### config.mk
export PLATFORM = sky130hd
export DESIGN_NAME = mul_div_unit
export DESIGN_NICKNAME = d
export VERILOG_FILES = /design/src/rtl/riscv_pkg.sv /design/src/rtl/mul_div_unit.sv
export SDC_FILE = /design/constraint.sdc
export NUM_CORES = 1
export LEC_CHECK = 0
export CAP_MARGIN = 10
export CORE_UTILIZATION = 48
export DETAILED_ROUTE_END_ITERATION = 7
export PLACE_DENSITY_LB_ADDON = 0.3
export SYNTH_ARGS = -nofsm -noshare
export SYNTH_HDL_FRONTEND = slang
export SYNTH_SLANG_ARGS = --single-unit
### constraint.sdc
create_clock -name clk -period 11.4 [get_ports clk]
set_input_delay 1.14 -clock clk [delete_from_list [all_inputs] [get_ports clk]]
set_output_delay 1.14 -clock clk [all_outputs]
set_load 0.05 [all_outputs]
### src/rtl/riscv_pkg.sv
// Shared RV32 decode constants: M-extension funct3 codes, ALU control codes
// and the state encoding of the iterative multiply/divide unit.
package riscv_pkg;

  localparam logic [2:0] F3_MUL    = 3'b000;
  localparam logic [2:0] F3_MULH   = 3'b001;
  localparam logic [2:0] F3_MULHSU = 3'b010;
  localparam logic [2:0] F3_MULHU  = 3'b011;
  localparam logic [2:0] F3_DIV    = 3'b100;
  localparam logic [2:0] F3_DIVU   = 3'b101;
  localparam logic [2:0] F3_REM    = 3'b110;
  localparam logic [2:0] F3_REMU   = 3'b111;

  typedef enum logic [3:0] {
    ALU_ADD, ALU_SUB, ALU_SLL, ALU_SLT, ALU_SLTU, ALU_XOR,
    ALU_SRL, ALU_SRA, ALU_OR, ALU_AND, ALU_LUI, ALU_MULDIV
  } alu_ctrl_e;

  typedef enum logic [1:0] {
    MD_IDLE,
    MD_RUN,
    MD_DONE
  } md_state_e;

  localparam logic [5:0] MD_ITERS = 6'd32;

endpackage

### src/rtl/mul_div_unit.sv
// Iterative RV32M multiply/divide unit: shift-add multiply and restoring
// divide sharing one 64-bit working register and one 33-bit adder.
module mul_div_unit
  import riscv_pkg::*;
#(
  parameter int XLEN = 32
) (
  input  logic            clk,
  input  logic            rst_n,
  input  logic            start,
  input  logic            flush,
  input  logic [2:0]      op,
  input  logic [XLEN-1:0] src_a,
  input  logic [XLEN-1:0] src_b,
  output logic            busy,
  output logic            done,
  output logic [XLEN-1:0] result,
  output md_state_e       state
);

  // Handshake: start is taken in IDLE or DONE when busy is low; done pulses
  // for one cycle with result valid; busy and done are never high together.
  md_state_e   state_q, state_d;
  logic [5:0]  count_q, count_d;
  logic [63:0] work_q, work_d;
  logic [31:0] opnd_q, opnd_d;
  logic [2:0]  op_q, op_d;
  logic        neg_q, neg_d;
  logic        neg_rem_q, neg_rem_d;
  logic        fast_q, fast_d;
  logic        busy_q, busy_d;
  logic        done_q, done_d;
  logic [31:0] result_q, result_d;

  // Operand conditioning for a new request
  logic        a_signed, b_signed, sign_a, sign_b;
  logic [31:0] mag_a, mag_b;
  logic        div_zero, div_ovf;
  logic [31:0] fast_res;

  always_comb begin
    a_signed = (op == F3_MULH) || (op == F3_MULHSU) || (op == F3_DIV) || (op == F3_REM);
    b_signed = (op == F3_MULH) || (op == F3_DIV) || (op == F3_REM);
    sign_a   = a_signed && src_a[31];
    sign_b   = b_signed && src_b[31];
    mag_a    = sign_a ? (32'd0 - src_a) : src_a;
    mag_b    = sign_b ? (32'd0 - src_b) : src_b;
    div_zero = op[2] && (src_b == 32'd0);
    div_ovf  = ((op == F3_DIV) || (op == F3_REM)) &&
               (src_a == 32'h8000_0000) && (src_b == 32'hFFFF_FFFF);
    if (div_zero) fast_res = op[1] ? src_a : 32'hFFFF_FFFF;
    else          fast_res = op[1] ? 32'd0 : 32'h8000_0000;
  end

  // Shared adder: divide subtracts the divisor from the shifted partial
  // remainder, multiply adds the multiplicand into the high half.
  logic        is_div;
  logic [32:0] lhs, addend;
  logic [33:0] sum;
  logic        ge;
  logic [63:0] step;

  always_comb begin
    is_div = op_q[2];
    lhs    = is_div ? {work_q[63:32], work_q[31]} : {1'b0, work_q[63:32]};
    if (is_div)         addend = ~{1'b0, opnd_q};
    else if (work_q[0]) addend = {1'b0, opnd_q};
    else                addend = 33'd0;
    sum  = {1'b0, lhs} + {1'b0, addend} + {33'd0, is_div};
    ge   = sum[33];
    if (is_div) step = {(ge ? sum[31:0] : lhs[31:0]), work_q[30:0], ge};
    else        step = {sum[32:0], work_q[31:1]};
  end

  // Sign fix-up applied when the result is committed
  logic [63:0] prod;
  logic [31:0] quo, rem, final_res;

  always_comb begin
    prod = neg_q ? (64'd0 - work_q) : work_q;
    quo  = neg_q ? (32'd0 - work_q[31:0]) : work_q[31:0];
    rem  = neg_rem_q ? (32'd0 - work_q[63:32]) : work_q[63:32];
    if (fast_q)              final_res = work_q[31:0];
    else if (is_div)         final_res = op_q[1] ? rem : quo;
    else if (op_q == F3_MUL) final_res = prod[31:0];
    else                     final_res = prod[63:32];
  end

  always_comb begin
    state_d   = state_q;
    count_d   = count_q;
    work_d    = work_q;
    opnd_d    = opnd_q;
    op_d      = op_q;
    neg_d     = neg_q;
    neg_rem_d = neg_rem_q;
    fast_d    = fast_q;
    result_d  = result_q;
    done_d    = 1'b0;
    if (flush) begin
      state_d = MD_IDLE;
      count_d = 6'd0;
    end else begin
      case (state_q)
        MD_IDLE, MD_DONE: begin
          state_d = MD_IDLE;
          if (start) begin
            state_d   = MD_RUN;
            count_d   = 6'd0;
            op_d      = op;
            fast_d    = div_zero || div_ovf;
            neg_d     = sign_a ^ sign_b;
            neg_rem_d = sign_a;
            opnd_d    = op[2] ? mag_b : mag_a;
            if (div_zero || div_ovf) work_d = {32'd0, fast_res};
            else if (op[2])          work_d = {32'd0, mag_a};
            else                     work_d = {32'd0, mag_b};
          end
        end
        MD_RUN: begin
          if (fast_q || (count_q == MD_ITERS)) begin
            result_d = final_res;
            state_d  = MD_DONE;
            done_d   = 1'b1;
          end else begin
            work_d  = step;
            count_d = count_q + 6'd1;
          end
        end
        default: state_d = MD_IDLE;
      endcase
    end
    // A fast-path request sits in RUN for one cycle without raising busy
    busy_d = (state_d == MD_RUN) && !fast_d;
  end

  always_ff @(posedge clk or negedge rst_n) begin
    if (!rst_n) begin
      state_q   <= MD_IDLE;
      count_q   <= 6'd0;
      work_q    <= 64'd0;
      opnd_q    <= 32'd0;
      op_q      <= 3'd0;
      neg_q     <= 1'b0;
      neg_rem_q <= 1'b0;
      fast_q    <= 1'b0;
      busy_q    <= 1'b0;
      done_q    <= 1'b0;
      result_q  <= 32'd0;
    end else begin
      state_q   <= state_d;
      count_q   <= count_d;
      work_q    <= work_d;
      opnd_q    <= opnd_d;
      op_q      <= op_d;
      neg_q     <= neg_d;
      neg_rem_q <= neg_rem_d;
      fast_q    <= fast_d;
      busy_q    <= busy_d;
      done_q    <= done_d;
      result_q  <= result_d;
    end
  end

  assign busy   = busy_q;
  assign done   = done_q;
  assign result = result_q;
  assign state  = state_q;

endmodule
======== Word level (Yosys, flattened, before mapping) ========
Cells that the tools add are included.
cells by class
  $mul .................................... 0
  bitwise gates (word level) .............. 3
  reductions and logical operators ........ 25
  div/mod/pow operators ................... 0
  $add $sub $neg .......................... 8
  shifts and indexed selects .............. 0
  equal/unequal tests ..................... 14
  magnitude comparators ................... 0
  multiplexer cells ....................... 37
operators by type and width
  cell                   number
  $mux 32                16
  $mux 64                4
  $pmux 64 s2            1
  $sub 1x32->32 const A  4
  $mux 33                2
  $eq 32x32->1 const B   2
  $sub 1x64->64 const A  1
  $add 33x33->34         1
  $add 34x1->34          1
  $not 32->33            1
  $logic_not 32->1       1
  $mux 6                 3
  $pmux 6 s2             1
  $reduce_and 3->1       3
  $logic_or 1x1->1       8
  $mux 1                 7
  $add 6x1->6 const B    1
  $eq 3x3->1 const B     2
  $eq 6x6->1 const B     1
  $logic_and 1x1->1      6
  $ne 3x3->1 const B     2
  $eq 2x1->1 const B     2
  $mux 2                 2
  $ne 2x2->1 const B     2
  other kinds (13)       13
storage, ports and cells
  memories kept ........................... 0
  logic and storage cells ................. 98
  bits in writable memories ............... 0
  bits in read-only memories .............. 0
  output and inout port bits .............. 36
  flip-flop bits (word level) ............. 144
  latch bits .............................. 0

======== Depth between registers and ports, before layout ========
Gate-level depths: netlist (run 1).
  depth in word-level cells ............... 10
  mapped depth ............................ 19
  mapped depth without buffers ............ 15

======== Worst setup path after synthesis (run 1) ========
No wires, ideal clock.
  path kind ............................... flip-flop to flip-flop
  from .................................... register op_q[2]
  to ...................................... register work_q[61]
  cell stages (with the launch flop) ...... 18
  library setup time ...................... 0.137 ns
  arrival ................................. 4.638 ns
  setup slack ............................. 6.625 ns
  clock period less this slack ............ 4.775 ns
  path through ............................ dfrtp_1 > clkbuf_1 > clkbuf_1 > buf_1 > clkbuf_1 > o21ai_0 > fa_1 > a21o_1 > a21oi_1 > o21ai_0 > a31o_2 > a21oi_1 > o21ai_0 > a211o_1 > clkbuf_1 > clkbuf_1 > a211oi_1 > a211oi_1
on the way
  cells in the longest elaborated chain, start to end .. 7
  elaborated cells between the ends (all ways) .. 8
ends and longest elaborated chain
  item                               RTL line                                RTL
  start, declared                    mul_div_unit.sv:27                      logic [2:0] op_q, op_d;
  start signal, assigned             mul_div_unit.sv:155                     op_q <= op_d;
  $mux 33, on equally long branches  mul_div_unit.sv:65, mul_div_unit.sv:66
  $add 33x33->34                     mul_div_unit.sv:69                      sum = {1'b0, lhs} + {1'b0, addend} + {33'd0, is_div};
  $add 34x1->34                      mul_div_unit.sv:69
  $mux 32                            mul_div_unit.sv:71                      if (is_div) step = {(ge ? sum[31:0] : lhs[31:0]), work_q[30:0], ge};
  $mux 64 (*)                        mul_div_unit.sv:71
  $mux 64 (*)                        mul_div_unit.sv:121                     if (fast_q || (count_q == MD_ITERS)) begin
  $pmux 64 s2 (*)                    mul_div_unit.sv:104                     case (state_q)
  end signal, assigned               mul_div_unit.sv:153                     work_q <= work_d;
  end, declared                      mul_div_unit.sv:25                      logic [63:0] work_q, work_d;
Every way passes the cells marked *; elsewhere a longest branch is shown, timed or not. The select of a mux whose other input is x is not followed.
A chain may end at the register's enable or synchronous reset.

======== Worst setup path after layout (run 1) ========
  from .................................... register op_q[2]
  to ...................................... register work_q[38]
The elaborated chain is that of the path after synthesis.

==> impl_metrics.env, run 1 <==
export IMPL_yosys_area_share_simple=0.203
export IMPL_drive_above_1_share=0.0638
export IMPL_crit_arrival_ns=6.25
export IMPL_ys_ff_latch=144
export IMPL_sw_frac_of_total=0.498
export IMPL_path_clk_slew_ns=0.07
export IMPL_setup_viol=0
export IMPL_cts_hold_buf=0
export IMPL_max_freq_ghz=0.169
export IMPL_tns_ns=0
export IMPL_critPathMaxStageDelay_ns=0.83
export IMPL_grt_pass1_wl_mm=77.6
export IMPL_worstPathCellList="buf_4 > inv_1 > buf_4 > o21ai_0 > ha_1 > a21o_1 > a21oi_1 > o21ai_0 > a31o_2 > a21oi_1 > o21ai_0 > a211o_1 > buf_4 > and3_1 > o31ai_1"
export IMPL_fin_nets=1996
export IMPL_cp_max_fo=58
export IMPL_synthCells=1909
export IMPL_ant_nets=0
export IMPL_die_w_um=174
export IMPL_finalMaxSlewViolations=0
export IMPL_io_buffers=106
export IMPL_fin_cells=2281
export IMPL_synth_compound_area_frac=0.278
export IMPL_synth_xor_area_frac=0.0995
export IMPL_comb_power_share=0.530
export IMPL_synth_avg_cell_area_um2=7.42
export IMPL_finClkSkew_ns=0.0177
export IMPL_die_area_um2=30200
export IMPL_grt_pass1_vias=13579
export IMPL_dpl_cell_count=2249
export IMPL_chipHeight_um=174
export IMPL_max_slew_margin=0.156
export IMPL_grt_antenna_before_repair=0
export IMPL_synth_top_family_by_area="compound AO/OA/AOI/OAI gates"
export IMPL_grt_overflow_total=0
export IMPL_post_dp_cell_area_um2=15200
export IMPL_whs_ns=0.492
export IMPL_p_clk_frac=0.183
export IMPL_status="finished, final reports clean"
export IMPL_cap_violations=0
export IMPL_num_vias=14733
export IMPL_dp_slack_ns=5.62
export IMPL_clockRootBuffer="clkbuf_16"
export IMPL_htreeDepth=4
export IMPL_period_minus_slack_ns=5.92
export IMPL_rsz0062_at_grt="false"
export IMPL_holdCritPathClass="reg -> reg"
export IMPL_cts_tree="done"
export IMPL_p_int_uw=1570
export IMPL_ir_drop_mv=0.105
export IMPL_wl_per_cell_um=21.8
export IMPL_worst_pin_slew_ns=1.25
export IMPL_muxShareOfSynthArea=0.0708
export IMPL_synth_fp_nets=2021
export IMPL_seqPwrFrac=0.287
export IMPL_finalCritPeriodShare=0.519
export IMPL_coreArea_um2=28900
export IMPL_post_cts_buffers=0
export IMPL_dp_hpwl_mm=37.0
export IMPL_drt_iter0_markers=1751
export IMPL_grt_total_usage=0.327
export IMPL_critPathLaunchType="flip-flop"
export IMPL_worstSetupPathType="reg -> reg"
export IMPL_yosys_area_share_adder=0.0373
export IMPL_fin_ws_ns=5.48
export IMPL_ys_seq_area_frac=0.254
export IMPL_finalInstanceArea_um2=15800
export IMPL_yosysUniqueCellTypes=75
export IMPL_drc=0
export IMPL_rows=62
export IMPL_vias_per_cell=6.46
export IMPL_cts_sinks=144
export IMPL_p_leak_uw=0.00632
export IMPL_cts_buffers_inserted=17
export IMPL_synth_yosys_warnings=0
export IMPL_async_flop_share=1.00
export IMPL_clk_path_buf_depth=2
export IMPL_dr_pass1_iters=7
export IMPL_power_density_nw_per_um2=198
export IMPL_cts_resized=0
export IMPL_totalWireLength_mm=49.7
export IMPL_io_pins=107
export IMPL_end_kind="flip-flop"
export IMPL_start_util=0.491
export IMPL_required_ns=11.73
export IMPL_fillers=2789
export IMPL_clk_latency_ns=0.44
export IMPL_crit_path_top_delay_cell="dfrtp_4"
export IMPL_cp_num_buf_inv=4
export IMPL_syn_to_final_growth_pct=11.4
export IMPL_n_antenna_cell=0
export IMPL_grt_max_degree=114
export IMPL_hold_viol=0
export IMPL_synth_edf_count=0
export IMPL_synth_ff_type="dfrtp_1"
export IMPL_syn_area_um2=14200
export IMPL_place_congestion=1.02
export IMPL_cpLargestDelayFamily="compound AO/OA/AOI/OAI gates"
export IMPL_p_sw_uw=1560
[power groups by stage]
stage	registers [µW]	logic [µW]	clock network (µW)
6_report	897	1660	572
3_3_place_gp	886	1610	0
4_1_cts	881	1630	575
2_1_floorplan	927	1070	0
3_5_place_dp	891	1620	0
5_1_grt	910	1790	592
[per-stage QoR]
stage	power, µW	utilization
floorplan	2000	-
global placement	2490	0.527
detailed placement	2510	0.527
CTS	3090	0.547
global route	3300	0.547
finish	3130	0.547
[metal layers]
metal,vias up,wire length (µm),GRT usage
met4,0,2160,0.152
met5,-,0,0
li1,6856,-,-
met2,775,22200,0.508
met3,144,4290,0.0583
met1,6958,21100,0.440
[flip-flops by register name, indices dropped and copies added (netlist names)]
name       count
work_q        64
opnd_q        32
result        32
count_q        6
op_q           3
state          2
busy           1
done           1
fast_q         1
neg_q          1
neg_rem_q      1
[cell usage in the layout, fill, tap and decap left out, types with 34 or more instances in the layout]
master / count
nand2_1: 242
o21ai_0: 242
a21oi_1: 155
dfrtp_1: 143
nor2_1: 135
clkdlybuf4s50_1: 104
xnor2_1: 81
xor2_1: 80
mux2i_1: 62
or3_1: 40
ha_1: 39
nor3_1: 35
nand3_1: 35
mux2_2: 34
[layout make-up]
class | count | area (µm²) | area share
Multi-Input combinational cell | 1557 | 9770 | 0.619
Sequential cell | 144 | 3610 | 0.228
Timing Repair Buffer | 127 | 1210 | 0.0769
Tap cell | 384 | 480 | 0.0304
Clock buffer | 18 | 429 | 0.0272
Clock inverter | 14 | 145 | 0.00919
Inverter | 37 | 139 | 0.00880
[Yosys cell counts (22+ instances only)]
| cell | count | area share |
|---|---|---|
| clkbuf_1 | 156 | 0.041 |
| nand3_1 | 35 | 0.012 |
| xor2_1 | 80 | 0.049 |
| o31ai_1 | 29 | 0.015 |
| ha_1 | 39 | 0.034 |
| dfrtp_1 | 144 | 0.25 |
| nand2_1 | 242 | 0.064 |
| mux2i_1 | 62 | 0.044 |
| nor3_1 | 35 | 0.012 |
| mux2_2 | 34 | 0.027 |
| xnor2_1 | 81 | 0.050 |
| nor2_1 | 136 | 0.036 |
| a22oi_1 | 22 | 0.012 |
| o21ai_0 | 242 | 0.085 |
| or3_1 | 40 | 0.018 |
| inv_1 | 32 | 0.0085 |
| a21oi_1 | 155 | 0.055 |
[cell families (layout without fill, tap and decap cells)]
| family | after synthesis | after routing |
|---|---|---|
| XOR/XNOR | 161 | 161 |
| AND/OR/NAND/NOR | 612 | 612 |
| adder cells (fa/ha/maj) | 41 | 41 |
| multiplexers | 96 | 96 |
| buffers and inverters | 208 | 196 |
| flip-flops | 144 | 144 |
| AO/OA/AOI/OAI | 647 | 647 |
[worst paths after layout]
check | from | endpoint | slack [ns] | cells past startpoint
hold reg to reg | result[8] | result[8] | 0.49 | 2
hold / removal | result[8] | result[8] | 0.49 | 2
max in group asynchronous | rst_n | result[8] | 9.27 | 2
setup reg to reg | op_q[2] | work_q[38] | 5.48 | 15
min in group asynchronous | rst_n | opnd_q[17] | 0.70 | 1
setup / recovery | op_q[2] | work_q[38] | 5.48 | 15
[worst reg2reg max path, cell delays in order, from the launching register on]
cell     delay, ns
dfrtp_4       0.83
buf_4         0.65
inv_1         0.11
buf_4         0.31
o21ai_0       0.39
ha_1          0.30
a21o_1        0.16
a21oi_1       0.21
o21ai_0       0.28
a31o_2        0.32
a21oi_1       0.47
o21ai_0       0.36
a211o_1       0.61
buf_4         0.35
and3_1        0.20
o31ai_1       0.25
No activity file was read; power rests on OpenSTA's default activity.
==> run 2, diff against run 1 <==
==> constraint.sdc (replaced) <==
create_clock -name clk -period 6.2 [get_ports clk]
set_input_delay 0.62 -clock clk [delete_from_list [all_inputs] [get_ports clk]]
set_output_delay 0.62 -clock clk [all_outputs]
set_load 0.05 [all_outputs]
==> impl_metrics.env, run 2 (synthesized netlist as in run 1, its figures left out) <==
export IMPL_io_buffers=106
export IMPL_setup_viol=0
export IMPL_clockRootBuffer="clkbuf_16"
export IMPL_n_antenna_cell=0
export IMPL_fin_ws_ns=1.27
export IMPL_dp_slack_ns=1.38
export IMPL_clk_latency_ns=0.44
export IMPL_p_leak_uw=0.00638
export IMPL_critPathLaunchType="flip-flop"
export IMPL_cts_tree="done"
export IMPL_crit_arrival_ns=5.21
export IMPL_finClkSkew_ns=0.0194
export IMPL_largest_reg_flops=64
export IMPL_sw_frac_of_total=0.497
export IMPL_reg2reg_from="op_q[2]"
export IMPL_place_congestion=0.995
export IMPL_chipHeight_um=174
export IMPL_start_util=0.491
export IMPL_p_sw_uw=2880
export IMPL_cts_sinks=144
export IMPL_r2r_cells=12
export IMPL_status="finished, final reports clean"
export IMPL_max_freq_ghz=0.203
export IMPL_power_density_nw_per_um2=364
export IMPL_period_minus_slack_ns=4.93
export IMPL_comb_power_share=0.529
export IMPL_drt_iter0_markers=1696
export IMPL_reg2reg_setup_slack_ns=1.27
export IMPL_layout_common_cells="nand2_1 (242), o21ai_0 (242), a21oi_1 (155)"
export IMPL_grt_antenna_before_repair=0
export IMPL_dr_pass1_iters=6
export IMPL_p_int_uw=2910
export IMPL_worst_pin_slew_ns=1.02
export IMPL_totalWireLength_mm=49.7
export IMPL_cts_hold_buf=0
export IMPL_drive_above_1_share=0.0678
export IMPL_max_slew_margin=0.310
export IMPL_seqPwrFrac=0.283
export IMPL_rows=62
export IMPL_htreeDepth=4
export IMPL_dp_hpwl_mm=37.4
export IMPL_wl_per_cell_um=21.7
export IMPL_coreArea_um2=28900
export IMPL_grt_total_usage=0.326
export IMPL_finalMaxSlewViolations=0
export IMPL_cts_resized=0
export IMPL_top_register="work_q"
export IMPL_hold_viol=0
export IMPL_whs_ns=0.215
export IMPL_holdCritPathClass="in -> async"
export IMPL_worstSetupPathType="reg -> reg"
export IMPL_tns_ns=0
export IMPL_grt_overflow_total=0
export IMPL_vias_per_cell=6.44
export IMPL_num_vias=14728
export IMPL_cts_buffers_inserted=17
export IMPL_syn_to_final_growth_pct=12.1
export IMPL_die_w_um=174
export IMPL_clk_path_buf_depth=2
export IMPL_p_clk_frac=0.188
export IMPL_grt_pass1_vias=13690
export IMPL_fillers=2764
export IMPL_die_area_um2=30200
export IMPL_finalCritPeriodShare=0.795
export IMPL_rsz0062_at_grt="false"
export IMPL_grt_max_degree=82
export IMPL_required_ns=6.48
export IMPL_end_kind="flip-flop"
export IMPL_grt_pass1_wl_mm=77.4
export IMPL_io_pins=107
export IMPL_reg2reg_to="work_q[32]"
export IMPL_fin_nets=2003
export IMPL_post_cts_buffers=0
export IMPL_ir_drop_mv=0.224
export IMPL_ant_nets=0
export IMPL_cap_violations=0
export IMPL_cp_max_fo=45
export IMPL_path_clk_slew_ns=0.08
export IMPL_drc=0
run 2: changes by cell type in the layout (fill, tap and decap cells not counted), sizes merged:
cell      before  now
buf           23   30
inv           41   43
clkinvlp       2    1
clkbuf        18   17
run 2: stage by stage:
stage | total power [µW] | instance area [µm²] | std cells | utilization
2_1_floorplan | 3680 | 14200 | 1909 | -
3_3_place_gp | 4600 | 15300 | 2256 | 0.529
3_5_place_dp | 4640 | 15300 | 2256 | 0.529
4_1_cts | 5730 | 15900 | 2288 | 0.550
5_1_grt | 6100 | 15900 | 2288 | 0.550
6_report | 5790 | 15900 | 2288 | 0.550
run 2: power by group through the flow:
stage / combinational [µW] / sequential, µW / clock [µW]
floorplan: 1970 / 1710 / 0
global placement: 2970 / 1620 / 0
detailed placement: 3010 / 1630 / 0
CTS: 3020 / 1610 / 1100
global route: 3310 / 1660 / 1130
finish: 3060 / 1640 / 1090
run 2: layout make-up:
type	count	area [µm²]	area share
Sequential cell	144	3610	0.227
Multi-Input combinational cell	1557	9770	0.615
Clock inverter	15	189	0.0119
Clock buffer	17	425	0.0268
Inverter	37	139	0.00874
Timing Repair Buffer	134	1270	0.0798
Tap cell	384	480	0.0303
run 2: worst max path at each step:
stage / cells after the start / from / slack, ns / end
after global routing: 12 / op_q[2] / 0.83 / work_q[62]
after detailed placement: 12 / op_q[2] / 1.38 / work_q[32]
final: 12 / op_q[2] / 1.27 / work_q[32]
after global placement: 12 / op_q[2] / 1.44 / work_q[62]
after floorplan: 17 / op_q[2] / 1.43 / work_q[61]
after CTS: 12 / op_q[2] / 1.35 / work_q[32]
run 2: routing by layer:
layer	vias to the layer above	GRT usage	wire length, µm
met1	6924	0.447	21400
met3	120	0.0474	4220
met2	792	0.499	21700
met4	0	0.163	2340
met5	-	0	0
li1	6892	-	-
run 2: worst max-delay path, stage by stage (launching register included):
cell and delay (ns):
dfrtp_4 0.79, inv_1 0.41, o21ai_0 0.43, ha_1 0.31, a21o_1 0.16, a21oi_1 0.20
o21ai_0 0.29, a31o_2 0.33, a21oi_1 0.42, o21ai_0 0.36, a21boi_0 0.69, mux2i_1 0.27
o21ai_0 0.09
